<file path="config.mk">
export PLATFORM = sky130hd
export DESIGN_NAME = mrw_req_seq
export DESIGN_NICKNAME = d
export VERILOG_FILES = /design/src/rtl/mrw_req_seq.sv
export SDC_FILE = /design/constraint.sdc
export NUM_CORES = 1
export LEC_CHECK = 0
export CELL_PAD_IN_SITES_DETAIL_PLACEMENT = 1
export CELL_PAD_IN_SITES_GLOBAL_PLACEMENT = 2
export CORE_ASPECT_RATIO = 0.9
export CORE_UTILIZATION = 34
export CTS_CLUSTER_DIAMETER = 100
export CTS_CLUSTER_SIZE = 24
export DETAILED_ROUTE_END_ITERATION = 16
export PLACE_DENSITY = 0.84
export SLEW_MARGIN = 20
export SYNTH_ARGS = -nofsm -noshare
export SYNTH_HDL_FRONTEND = slang
export SYNTH_SLANG_ARGS = --single-unit
</file>
<file path="constraint.sdc">
create_clock -name rc_core_clk -period 4.7 [get_ports rc_core_clk]
set_input_delay 0.705 -clock rc_core_clk [delete_from_list [all_inputs] [get_ports rc_core_clk]]
set_output_delay 0.705 -clock rc_core_clk [all_outputs]
set_load 0.05 [all_outputs]
</file>
<file path="src/rtl/mrw_req_seq.sv">
// mrw_req_seq: single-outstanding memory write/read request sequencer fed by a command FIFO.
// Optional watchdog on the wait states is built when MRW_REQ_TIMEOUT_EN is defined.
//
// state     | meaning
// ----------+------------------------------------------------------------
// S_IDLE    | waiting for a buffered command; pops head when non-empty
// S_WR_REQ  | mw_en strobe with address/length/byte-enables
// S_WR_DATA | mw_data_en strobe with write data
// S_WR_WAIT | waiting for mw_op_over (or watchdog expiry)
// S_RD_REQ  | mr_en strobe with address/length/byte-enables
// S_RD_WAIT | capturing first read beat, waiting for mr_op_over (or watchdog)
// S_RSP     | response held on rsp_* until rsp_rdy
module mrw_req_seq #(
  parameter int DT_WD       = 64,
  parameter int FIFO_DEPTH  = 4,
  parameter int TIMEOUT_CYC = 4096
) (
  input  logic             rc_core_clk,
  input  logic             rc_core_rstn,
  input  logic             cmd_vld,
  output logic             cmd_rdy,
  input  logic             cmd_wr,
  input  logic [DT_WD-1:0] cmd_addr,
  input  logic [DT_WD-1:0] cmd_data,
  input  logic [7:0]       cmd_be,
  output logic             mw_en,
  output logic [DT_WD-1:0] mw_addr,
  output logic [11:0]      mw_len,
  output logic [DT_WD-1:0] mw_data,
  output logic [7:0]       mw_data_be,
  output logic             mw_data_en,
  input  logic             mw_op_over,
  output logic             mr_en,
  output logic [DT_WD-1:0] mr_addr,
  output logic [11:0]      mr_len,
  output logic [7:0]       mr_data_be,
  input  logic [DT_WD-1:0] mr_data,
  input  logic             mr_data_vld,
  input  logic             mr_op_over,
  output logic             rsp_vld,
  input  logic             rsp_rdy,
  output logic             rsp_wr,
  output logic [DT_WD-1:0] rsp_data,
  output logic             rsp_err
);

  localparam int AW = (FIFO_DEPTH > 1) ? $clog2(FIFO_DEPTH) : 1;
  localparam int CW = $clog2(FIFO_DEPTH + 1);
  localparam logic [CW-1:0] FULL_CNT = CW'(FIFO_DEPTH);
  localparam logic [11:0]   LEN_DW   = 12'(DT_WD / 32);

  typedef enum logic [2:0] {
    S_IDLE, S_WR_REQ, S_WR_DATA, S_WR_WAIT, S_RD_REQ, S_RD_WAIT, S_RSP
  } state_t;

  state_t state_q, state_d;

  logic             fifo_wr_q   [FIFO_DEPTH];
  logic [DT_WD-1:0] fifo_addr_q [FIFO_DEPTH];
  logic [DT_WD-1:0] fifo_data_q [FIFO_DEPTH];
  logic [7:0]       fifo_be_q   [FIFO_DEPTH];
  logic [AW-1:0]    wptr_q, rptr_q;
  logic [CW-1:0]    cnt_q;

  logic             wr_q;
  logic [DT_WD-1:0] addr_q, data_q, cap_q, rsp_data_q;
  logic [7:0]       be_q;
  logic [11:0]      len_q;
  logic             cap_seen_q, rsp_wr_q;

  logic             push, pop, rsp_load, tmo, rd_done;
  logic [DT_WD-1:0] rd_val;

  function automatic logic [AW-1:0] nxt_ptr(input logic [AW-1:0] p);
    return (p == AW'(FIFO_DEPTH - 1)) ? '0 : p + 1'b1;
  endfunction

  // Full rejects a push even if the head pops in the same cycle.
  assign cmd_rdy = rc_core_rstn && (cnt_q != FULL_CNT);
  assign push    = cmd_vld && cmd_rdy;

  always_ff @(posedge rc_core_clk) begin
    if (!rc_core_rstn) begin
      wptr_q <= '0;
      rptr_q <= '0;
      cnt_q  <= '0;
    end else begin
      if (push) wptr_q <= nxt_ptr(wptr_q);
      if (pop)  rptr_q <= nxt_ptr(rptr_q);
      case ({push, pop})
        2'b10:   cnt_q <= cnt_q + 1'b1;
        2'b01:   cnt_q <= cnt_q - 1'b1;
        default: cnt_q <= cnt_q;
      endcase
    end
  end

  always_ff @(posedge rc_core_clk) begin
    if (push) begin
      fifo_wr_q[wptr_q]   <= cmd_wr;
      fifo_addr_q[wptr_q] <= cmd_addr;
      fifo_data_q[wptr_q] <= cmd_data;
      fifo_be_q[wptr_q]   <= cmd_be;
    end
  end

  always_ff @(posedge rc_core_clk) begin
    if (!rc_core_rstn) state_q <= S_IDLE;
    else               state_q <= state_d;
  end

  always_comb begin
    state_d    = state_q;
    pop        = 1'b0;
    rsp_load   = 1'b0;
    mw_en      = 1'b0;
    mw_data_en = 1'b0;
    mr_en      = 1'b0;
    rsp_vld    = 1'b0;
    case (state_q)
      S_IDLE: begin
        if (cnt_q != '0) begin
          pop     = 1'b1;
          state_d = fifo_wr_q[rptr_q] ? S_WR_REQ : S_RD_REQ;
        end
      end
      S_WR_REQ: begin
        mw_en   = 1'b1;
        state_d = S_WR_DATA;
      end
      S_WR_DATA: begin
        mw_data_en = 1'b1;
        state_d    = S_WR_WAIT;
      end
      S_WR_WAIT: begin
        if (mw_op_over || tmo) begin
          rsp_load = 1'b1;
          state_d  = S_RSP;
        end
      end
      S_RD_REQ: begin
        mr_en   = 1'b1;
        state_d = S_RD_WAIT;
      end
      S_RD_WAIT: begin
        if (mr_op_over || tmo) begin
          rsp_load = 1'b1;
          state_d  = S_RSP;
        end
      end
      S_RSP: begin
        rsp_vld = 1'b1;
        if (rsp_rdy) state_d = S_IDLE;
      end
      default: state_d = S_IDLE;
    endcase
  end

  // A beat arriving together with mr_op_over still counts as the first beat.
  assign rd_done = (state_q == S_RD_WAIT) && mr_op_over;
  assign rd_val  = cap_seen_q ? cap_q : (mr_data_vld ? mr_data : '0);

  always_ff @(posedge rc_core_clk) begin
    if (!rc_core_rstn) begin
      wr_q       <= 1'b0;
      addr_q     <= '0;
      data_q     <= '0;
      be_q       <= '0;
      len_q      <= '0;
      cap_q      <= '0;
      cap_seen_q <= 1'b0;
      rsp_wr_q   <= 1'b0;
      rsp_data_q <= '0;
    end else begin
      if (pop) begin
        wr_q       <= fifo_wr_q[rptr_q];
        addr_q     <= fifo_addr_q[rptr_q];
        data_q     <= fifo_data_q[rptr_q];
        be_q       <= fifo_be_q[rptr_q];
        len_q      <= LEN_DW;
        cap_q      <= '0;
        cap_seen_q <= 1'b0;
      end else if ((state_q == S_RD_WAIT) && mr_data_vld && !cap_seen_q) begin
        cap_q      <= mr_data;
        cap_seen_q <= 1'b1;
      end
      if (rsp_load) begin
        rsp_wr_q   <= wr_q;
        rsp_data_q <= rd_done ? rd_val : '0;
      end
    end
  end

`ifdef MRW_REQ_TIMEOUT_EN
  logic [15:0] wd_q;
  logic        rsp_err_q;
  logic        wr_done, in_wait;

  assign in_wait = (state_q == S_WR_WAIT) || (state_q == S_RD_WAIT);
  assign wr_done = (state_q == S_WR_WAIT) && mw_op_over;
  assign tmo     = in_wait && (wd_q == 16'd0);

  // Loaded in the cycle before each wait state so expiry lands TIMEOUT_CYC cycles after entry.
  always_ff @(posedge rc_core_clk) begin
    if (!rc_core_rstn) begin
      wd_q      <= '0;
      rsp_err_q <= 1'b0;
    end else begin
      if ((state_q == S_WR_DATA) || (state_q == S_RD_REQ)) wd_q <= 16'(TIMEOUT_CYC - 1);
      else if (in_wait && (wd_q != 16'd0))                 wd_q <= wd_q - 1'b1;
      if (rsp_load) rsp_err_q <= !(wr_done || rd_done);
    end
  end

  assign rsp_err = rsp_err_q;
`else
  logic [15:0] tmo_unused;
  assign tmo_unused = 16'(TIMEOUT_CYC);
  assign tmo        = 1'b0;
  assign rsp_err    = 1'b0;
`endif

  assign mw_addr    = addr_q;
  assign mw_data    = data_q;
  assign mw_data_be = be_q;
  assign mw_len     = len_q;
  assign mr_addr    = addr_q;
  assign mr_data_be = be_q;
  assign mr_len     = len_q;
  assign rsp_wr     = rsp_wr_q;
  assign rsp_data   = rsp_data_q;

endmodule

</file>
# Word level (Yosys, flattened, before mapping)

Memories as Yosys holds them, arrays and structs flattened. A register that Yosys moved wholly into a read port is not among the register bits.
Cells that the tools add are included.
Widths: inputs -> output; s select.

Register bits after elaboration: 142
Latch bits: 0
RAM bits: 548
Memory bits (read-only): 0
Input bits: 208
Output and inout bits: 303
Word-level logic and storage cells: 73
Memories kept: 4

Memory list:

| name        | depth | width | read ports | clocked after Yosys merged registers in | wr ports | RTL line | text |
|---|---|---|---|---|---|---|---|
| fifo_addr_q | 4     | 64    | 1          | 1                                       | 1        | 59       | `logic [DT_WD-1:0] fifo_addr_q [FIFO_DEPTH];` |
| fifo_data_q | 4     | 64    | 1          | 1                                       | 1        | 60       | `logic [DT_WD-1:0] fifo_data_q [FIFO_DEPTH];` |
| fifo_be_q   | 4     | 8     | 1          | 1                                       | 1        | 61       | `logic [7:0] fifo_be_q [FIFO_DEPTH];` |
| fifo_wr_q   | 4     | 1     | 1          | 1                                       | 1        | 58       | `logic fifo_wr_q [FIFO_DEPTH];` |

Add/subtract/negate cells: 4
$mul: 0
Div/mod/pow operators: 0
Magnitude comparators: 0
Equal/unequal tests: 15
Shifts and indexed selects: 0
Mux-type cells: 25
Bitwise gates (word level): 1
Reduce and logical (&&, ||, !) cells: 14

Operator list:

| cell                | count |
|---|---|
| $mux 64             | 3 |
| $pmux 3 s7          | 1 |
| $mux 3              | 5 |
| $mux 1              | 10 |
| $eq 3x3->1 const B  | 3 |
| $mux 2              | 4 |
| $ne 2x2->1 const B  | 4 |
| $eq 2x2->1 const B  | 3 |
| $eq 3x2->1 const B  | 2 |
| $pmux 3 s2          | 1 |
| $logic_and 1x1->1   | 5 |
| $add 2x1->2 const B | 2 |
| $logic_not 1->1     | 4 |
| $reduce_and 4->1    | 1 |
| $add 3x1->3 const B | 1 |
| $eq 3x1->1 const B  | 1 |
| $logic_not 3->1     | 1 |
| $ne 3x3->1 const B  | 1 |
| $reduce_bool 3->1   | 1 |
| $sub 3x1->3 const B | 1 |
| $eq 2x1->1 const B  | 1 |
| $pmux 1 s2          | 1 |
| $reduce_bool 2->1   | 1 |
| $reduce_or 2->1     | 1 |
| $not 1->1           | 1 |

# Depth between registers and ports, before layout

Gate-level depths: netlist of run 1.

Depth after elaboration: 5
Gate-level depth with buffers: 9
Mapped depth without buffers: 9

# Worst setup path before layout of run 1

No wires, ideal clock.

Path kind: input port to flip-flop
From: input port rc_core_rstn
To: memory fifo_addr_q[0][0] (enable)
Setup time: 0.513 ns
Arrival time: 4.385 ns
Required time: 4.187 ns
Setup slack: -0.198 ns
Cell stages on the path: 3
Path buffers: 1
Path through: clkbuf_1 > and3b_1 > and2_1

Longest elaborated chain between the ends: 4

RTL lines:

| element                      | RTL line | text |
|---|---|---|
| start, declared              | 19       | `input logic rc_core_rstn,` |
| $logic_and 1x1->1            | 79       | `assign cmd_rdy = rc_core_rstn && (cnt_q != FULL_CNT);` |
| $logic_and 1x1->1            | 80       | `assign push = cmd_vld && cmd_rdy;` |
| $mux 1                       | 99       | `if (push) begin` |
| $mux 1 (not written as such) | 101      | `fifo_addr_q[wptr_q] <= cmd_addr;` |
| end, declared                | 59       |  |

Every way passes these cells.

# Final worst setup path of run 1

From: register state_q[2]
To: output port mr_en

Longest elaborated chain between the ends: 2

RTL lines:

| element                | RTL line | text |
|---|---|---|
| start, declared        | 56       | `state_t state_q, state_d;` |
| start signal, assigned | 109      | `else state_q <= state_d;` |
| $eq 3x3->1             | 120      | `case (state_q)` |
| $mux 1                 | 120      |  |
| end, declared          | 33       | `output logic mr_en,` |

Every way passes these cells.

==> reports/qor.csv, run 1 <==
stage;metric;value;unit
synth;most frequent cell after synthesis;edfxtp_1;
place;GPL Wtd Cong;0.757;
finish;final core utilization;42.1;%
cts;post_cts resized;0;
power;clock share of power;19.8;%
timing;final setup margin;1.40;ns
synth;post-synthesis cell area;30800;µm²
power;switching power;7970;µW
critical_path;Worst Path Arrival;2.60;ns
flow_run;Max Cap Viol;0;
timing;Least-Margin Pin Slew;1.27;ns
synth;Seq/Total Area, Yosys;71.5;%
power;Seq pwr share;44.2;%
synth;Synth Area per Inst;15.4;µm²
routing;Pre-Repair DR Iteration Count;5;
die;initial core utilization;34.4;%
critical_path;critical path, cell by cell;inv_1 > nor3_1 > clkdlybuf4s50_1;
synth;top cells by area, synth;edfxtp_1 53%, dfxtp_1 18%, mux4_2 10%;
min_path;Hold/Removal Path Class;flop to flop;
cts;Post CTS Setup Buffer Count;0;
timing;max-slew violations;0;
grt;largest net degree at the start of global routing;138;
routing;Routed WL;80.5;mm
grt;initial antenna violation count;18;
grt;gr usage total;17.2;%
critical_path;critical path buffer and inverter count;2;
grt;vias in the first global route;19058;
cts;Clock Sinks;828;
routing;Avg WL per Cell;22.6;µm
synth;YS warnings;0;
synth;Post-Syn Instances;2001;
cts;Reg clk slew, reported paths;0.10;ns
critical_path;Worst path slowest cell;clkdlybuf4s50_1;
power;Leakage;0.0117;µW
synth;Post-synth EDFFs;548;
power;Tot Pwr;21100;µW
synth;Compound-Gate Fraction of Synth Area;8.11;%
finish;area delta synth->final;22.2;%
cts;H-tree Lvls;2;
cts;clk_lat worst skew;0.64;ns
cts;CTS tree;yes;
place;I/O Buffers;487;
cts;Root Driver;clkbuf_16;
timing;Setup TNS Final;0;ns
die;Die X;320;µm
die;die area;91900;µm²
timing;Hold Slack;0.460;ns
critical_path;CP Max Fanout;13;
power;Internal;13100;µW
power;sw frac;37.8;%
critical_path;CP Capture Type;output pin;
power;Gate power share;36.0;%
synth;simple-gate portion of the synthesized area;5.69;%
cts;CTS Buf Count;42;
die;Cell Rows;104;
timing;# setup viols final;0;
cts;CTS hold repair buffers;0;
synth;Post-Synth XOR/XNOR Area;0.0568;%
synth;synth unique cells;36;
synth;Synth top area share;53.3;%
timing;Tcrit/Tclk final;70.2;%
timing;crit path time final;3.30;ns
synth;largest family of logic cells by synthesized area;multiplexers;
die;chip height;288;µm
critical_path;CP max stage delay;0.91;ns
finish;Layout Nets;2569;
timing;Max Clock Freq;0.303;GHz
place;Post-DP HPWL;50.3;mm
timing;final hold vios;0;
synth;#FFs+latches synth;828;
critical_path;WP data required;3.99;ns
power;VDD IR max;402;µV
routing;# DRC;0;
finish;Fill cells;8934;
die;Placeable Area;89700;µm²
critical_path;Top Family by Delay on Critical Path;buffers and inverters;
critical_path;Worst setup SP type;flop;
synth;area leader, netlist;edfxtp_1;
synth;fraction of registers with async set/reset;0;%
timing;RSZ-0062 raised after global routing;no;
finish;proportion of layout cells with a drive suffix above 1;9.77;%
die;I/O pins;511;
routing;DR vias/cell;5.02;
synth;commonest cells in the netlist;548 x edfxtp_1, 336 x nand2_1, 280 x dfxtp_1, 201 x o2bb2ai_1, 137 x mux4_2;
synth;Top FF cell, synth;edfxtp_1;
timing;Slew HR;15.3;%
routing;Initial DRC Count;1085;
routing;DR vias;17857;
synth;multiplexer area fraction after synthesis;10.1;%
synth;Adder-Cell Fraction of Synth Area;0.308;%
place;pre-CTS setup slack;1.68;ns
routing;Final ANT Viol Nets;0;
critical_path;Crit Path Category;flop to output pin;
grt;total congestion overflow;0;
power;Cell Pwr Density;559;nW/µm²
grt;global-route wire length before repair;120;mm
outcome;status;completed;
cts;Clock Tree Buf Depth;3;
timing;clock skew;0.0491;ns
worst paths after layout:
kind         startpoint        end  slack, ns  cells after the start
min           cap_q[47]  cap_q[47]       0.46                      2
min reg2reg   cap_q[47]  cap_q[47]       0.46                      2
max reg2reg  state_q[2]   cnt_q[2]       1.75                      8
max          state_q[2]      mr_en       1.40                      3
registers in the layout (all words and copies together) (netlist names), 3 cells and up, named ones only:
| register | count |
|---|---|
| fifo_addr_q | 256 |
| fifo_data_q | 256 |
| cap_q | 64 |
| mr_addr | 64 |
| mw_data | 64 |
| rsp_data | 64 |
| fifo_be_q | 32 |
| mr_data_be | 8 |
| fifo_wr_q | 4 |
| cnt_q | 3 |
| state_q | 3 |
logic make-up (layout without fill, tap and decap cells):
| group | after synthesis | in the layout |
|---|---|---|
| buf+inv | 238 | 601 |
| fa+ha+maj | 7 | 7 |
| other cells | 1 | 29 |
| compound gates | 345 | 345 |
| xor+xnor | 2 | 2 |
| mux | 139 | 139 |
| flops | 828 | 828 |
| simple gates | 441 | 441 |
placed cells by master (no fill, tap or decap), types with 11 or more instances in the layout:
master	instances
o2bb2ai_1	201
clkbuf_1	25
buf_4	20
nand2_1	336
mux4_2	137
dfxtp_1	277
edfxtp_1	548
conb_1	23
nor2_1	72
a21oi_1	131
clkbuf_16	43
clkdlybuf4s50_1	485
buf_12	11
power by group through the flow:
stage / clock, µW / combinational, µW / sequential (µW)
floorplan: 0 / 3790 / 10900
global placement: 0 / 7580 / 9410
detailed placement: 0 / 7680 / 9490
CTS: 4340 / 7700 / 9330
global route: 4570 / 7970 / 9420
finish: 4180 / 7580 / 9300
routing by layer:
layer	GRT usage [%]	part of all wire (%)
met1	21.1	41
met2	30.1	51
met3	4.77	6.5
met4	3.82	1.6
met5	0	0.24
worst min-delay path, cell delays in order, from the launching register on:
cell	delay [ns]
dfxtp_1	0.32
nand2_1	0.05
a21oi_1	0.05
layout make-up:
cell class	instances	area (µm²)	share of cell area [%]
flip-flops and latches	828	22100	58.5
multi-input cells	957	7590	20.1
repair buffers	518	5240	13.9
well taps	1166	1460	3.87
clock buffers	68	1170	3.10
clock inverters	8	135	0.358
inverters	7	26.3	0.0697
diodes	6	15.0	0.0398
metrics by stage:
step / cell area (µm²) / std cells
detailed placement: 36400 / 3476
global placement: 36400 / 3476
finish: 37700 / 3558
floorplan: 30900 / 2023
CTS: 37700 / 3552
global route: 37700 / 3555
Power figures use the tool's default switching activity.
==> inputs of run 2 (changes only) <==
- clock period: 4.7 -> 2.75 ns (I/O delays scaled with it)
==> run 2 against run 1 <==
  * Sequential power up 70%
  * Sequential cell count stayed put
  * Critical path depth grew 1
  * Clock power increased by 79%
  * Critical endpoint unchanged
  * Highest routed layer unchanged
==> reports/qor.csv, run 2 (synthesis results as in run 1) <==
stage;metric;value;unit;change
outcome;status;completed;;
critical_path;critical path buffer and inverter count;3;;+1
routing;Pre-Repair DR Iteration Count;5;;unchanged
die;chip height;288;µm;unchanged
finish;Reg area;22100;µm²;unchanged
timing;clock skew;0.0312;ns;-0.0179 ns
finish;Finished Layout Cells;3592;;+0.96%
power;Internal;22900;µW;+75%
power;Seq pwr share;43.1;%;-1.1 points
finish;proportion of layout cells with a drive suffix above 1;11.3;%;+1.5 points
power;clock share of power;20.5;%;+0.7 points
cts;Post CTS Setup Buffer Count;0;;unchanged
die;I/O pins;511;;unchanged
critical_path;CP Capture Type;output pin;;
finish;most common cell after layout, fill and taps aside;edfxtp_1;;
critical_path;CP max stage delay;0.60;ns;-0.31 ns
critical_path;CP Max Fanout;12;;-1
flow_run;Max Cap Viol;0;;unchanged
grt;vias in the first global route;19537;;+2.5%
die;die area;91900;µm²;unchanged
die;initial core utilization;34.4;%;unchanged
critical_path;Worst Path Arrival;2.11;ns;-0.49 ns
timing;Least-Margin Pin Slew;0.916;ns;-0.354 ns
power;Tot Pwr;36600;µW;+74%
place;Placed Area;36800;µm²;+1.1%
die;Cell Rows;104;;unchanged
grt;gr usage total;17.2;%;about the same
routing;Metal-1 WL;33.9;mm;+2.3%
finish;Fill cells;8894;;-0.45%
power;Gate power share;36.4;%;+0.4 points
grt;largest net degree at the start of global routing;130;;-5.8%
place;I/O Buffers;487;;unchanged
routing;Final ANT Viol Nets;0;;unchanged
timing;crit path time final;2.53;ns;
routing;Met3 Wirelength;5.32;mm;+1.4%
routing;# DRC;0;;unchanged
timing;Slew HR;38.9;%;+24 points
routing;uppermost routed layer;met5;;
finish;area delta synth->final;23.9;%;
finish;Layout Nets;2606;;+1.4%
critical_path;Top Family by Delay on Critical Path;buffers and inverters;;
cts;Reg clk slew, reported paths;0.09;ns;about the same
critical_path;Worst path slowest cell;dlygate4sd2_1;;
critical_path;WP data required;2.34;ns;-1.65 ns
cts;Clock Tree Buf Depth;3;;unchanged
cts;Root Driver;clkbuf_16;;
cts;H-tree Lvls;2;;unchanged
die;Placeable Area;89700;µm²;unchanged
timing;Max Clock Freq;0.396;GHz;
power;sw frac;37.6;%;-0.21 points
grt;initial antenna violation count;18;;unchanged
finish;design area;38200;µm²;+1.3%
power;switching power;13800;µW;+73%
critical_path;Crit Path Category;flop to output pin;;
routing;DR vias;18064;;+1.2%
timing;final hold vios;0;;unchanged
timing;Tcrit/Tclk final;91.9;%;
cts;CTS hold repair buffers;0;;unchanged
finish;commonest non-fill, non-tap cells in the layout;548 x edfxtp_1, 480 x clkdlybuf4s50_1, 336 x nand2_1;;
timing;Setup TNS Final;0;ns;unchanged
routing;WL met2;40.2;mm;-1.2%
timing;# setup viols final;0;;unchanged
routing;Routed WL;80.9;mm;+0.46%
cts;CTS tree;yes;;
finish;footprint of the multi-input gates;7590;µm²;about the same
cts;post_cts resized;4;;+4
cts;Clock Sinks;828;;unchanged
grt;global-route wire length before repair;121;mm;+0.57%
routing;Initial DRC Count;1159;;+6.8%
power;Cell Pwr Density;959;nW/µm²;+72%
min_path;Hold/Removal Path Class;input pin to flop;;
finish;largest registers;fifo_addr_q x256, fifo_data_q x256;;
timing;max-slew violations;0;;unchanged
die;Die X;320;µm;unchanged
timing;final setup margin;0.223;ns;-1.18 ns
cts;CTS Buf Count;44;;+4.8%
place;placed insts;3511;;+1.0%
power;Leakage;0.0120;µW;+2.6%
place;GPL Wtd Cong;0.749;;-1.1%
place;pre-CTS setup slack;0.316;ns;-1.36 ns
routing;DR vias/cell;5.03;;+0.20%
critical_path;critical path, cell by cell;buf_4 > inv_1 > nor3_1 > dlygate4sd2_1;;
grt;total congestion overflow;0;;unchanged
power;VDD IR max;696;µV;+73%
timing;RSZ-0062 raised after global routing;no;;
place;Post-DP HPWL;52.3;mm;+3.8%
cts;clk_lat worst skew;0.62;ns;-0.02 ns
critical_path;Worst setup SP type;flop;;
routing;Avg WL per Cell;22.5;µm;-0.49%
-- run 2: cell types whose count changed in the layout (fill, tap and decap cells not counted), moves of 2 or more --
cell,previous run,this run
dlygate4sd2_1,0,4
clkdlybuf4s50_1,485,480
clkbuf_16,43,45
buf_4,20,44
clkbuf_1,25,22
buf_12,11,23
inv_12,0,2
diode_2,6,3
-- run 2: power by group through the flow --
| stage | logic [µW] | registers, µW | clock network, µW |
|---|---|---|---|
| floorplan | 6470 | 18700 | 0 |
| global placement | 13300 | 16000 | 0 |
| detailed placement | 13500 | 16100 | 0 |
| CTS | 13500 | 15800 | 7780 |
| global route | 14000 | 16000 | 8150 |
| finish | 13400 | 15800 | 7500 |
-- run 2: worst paths after layout --
kind | start | end | slack (ns) | cells after the start
setup / recovery | state_q[2] | mr_en | 0.22 | 4
hold / removal | rc_core_rstn | state_q[2] | 0.29 | 3
setup reg to reg | cnt_q[2] | cnt_q[2] | 0.44 | 9
hold reg to reg | cap_q[2] | cap_q[2] | 0.46 | 2
-- run 2: metrics by stage --
stage | hold WS [ns] | util, %
2_1_floorplan | 0.436 | -
5_1_grt | 0.268 | 42.6
6_report | 0.288 | 42.6
4_1_cts | 0.238 | 42.6
3_3_place_gp | 0.442 | 41.0
3_5_place_dp | 0.448 | 41.0
-- run 2: metal layers --
| layer | track usage (%) | vias to the layer above |
|---|---|---|
| li1 | - | 8165 |
| met2 | 29.6 | 449 |
| met3 | 4.88 | 99 |
| met5 | 0 | - |
| met1 | 21.6 | 9323 |
| met4 | 3.63 | 28 |
-- run 2: final cells by class --
cell class / instances / share of cell area, %
clock buffer: 68 / 3.20
antenna: 3 / 0.0196
clock inverter: 10 / 0.501
timing repair buffer: 553 / 14.8
sequential: 828 / 57.8
tap: 1166 / 3.82
multi-input combinational: 957 / 19.9
inverter: 7 / 0.0688
-- run 2: tightest hold or removal path: cells and delay by family --
family	cells	cell delay (ns)
buffers and inverters	2	0.32
AOI/OAI and AO/OA	1	0.14
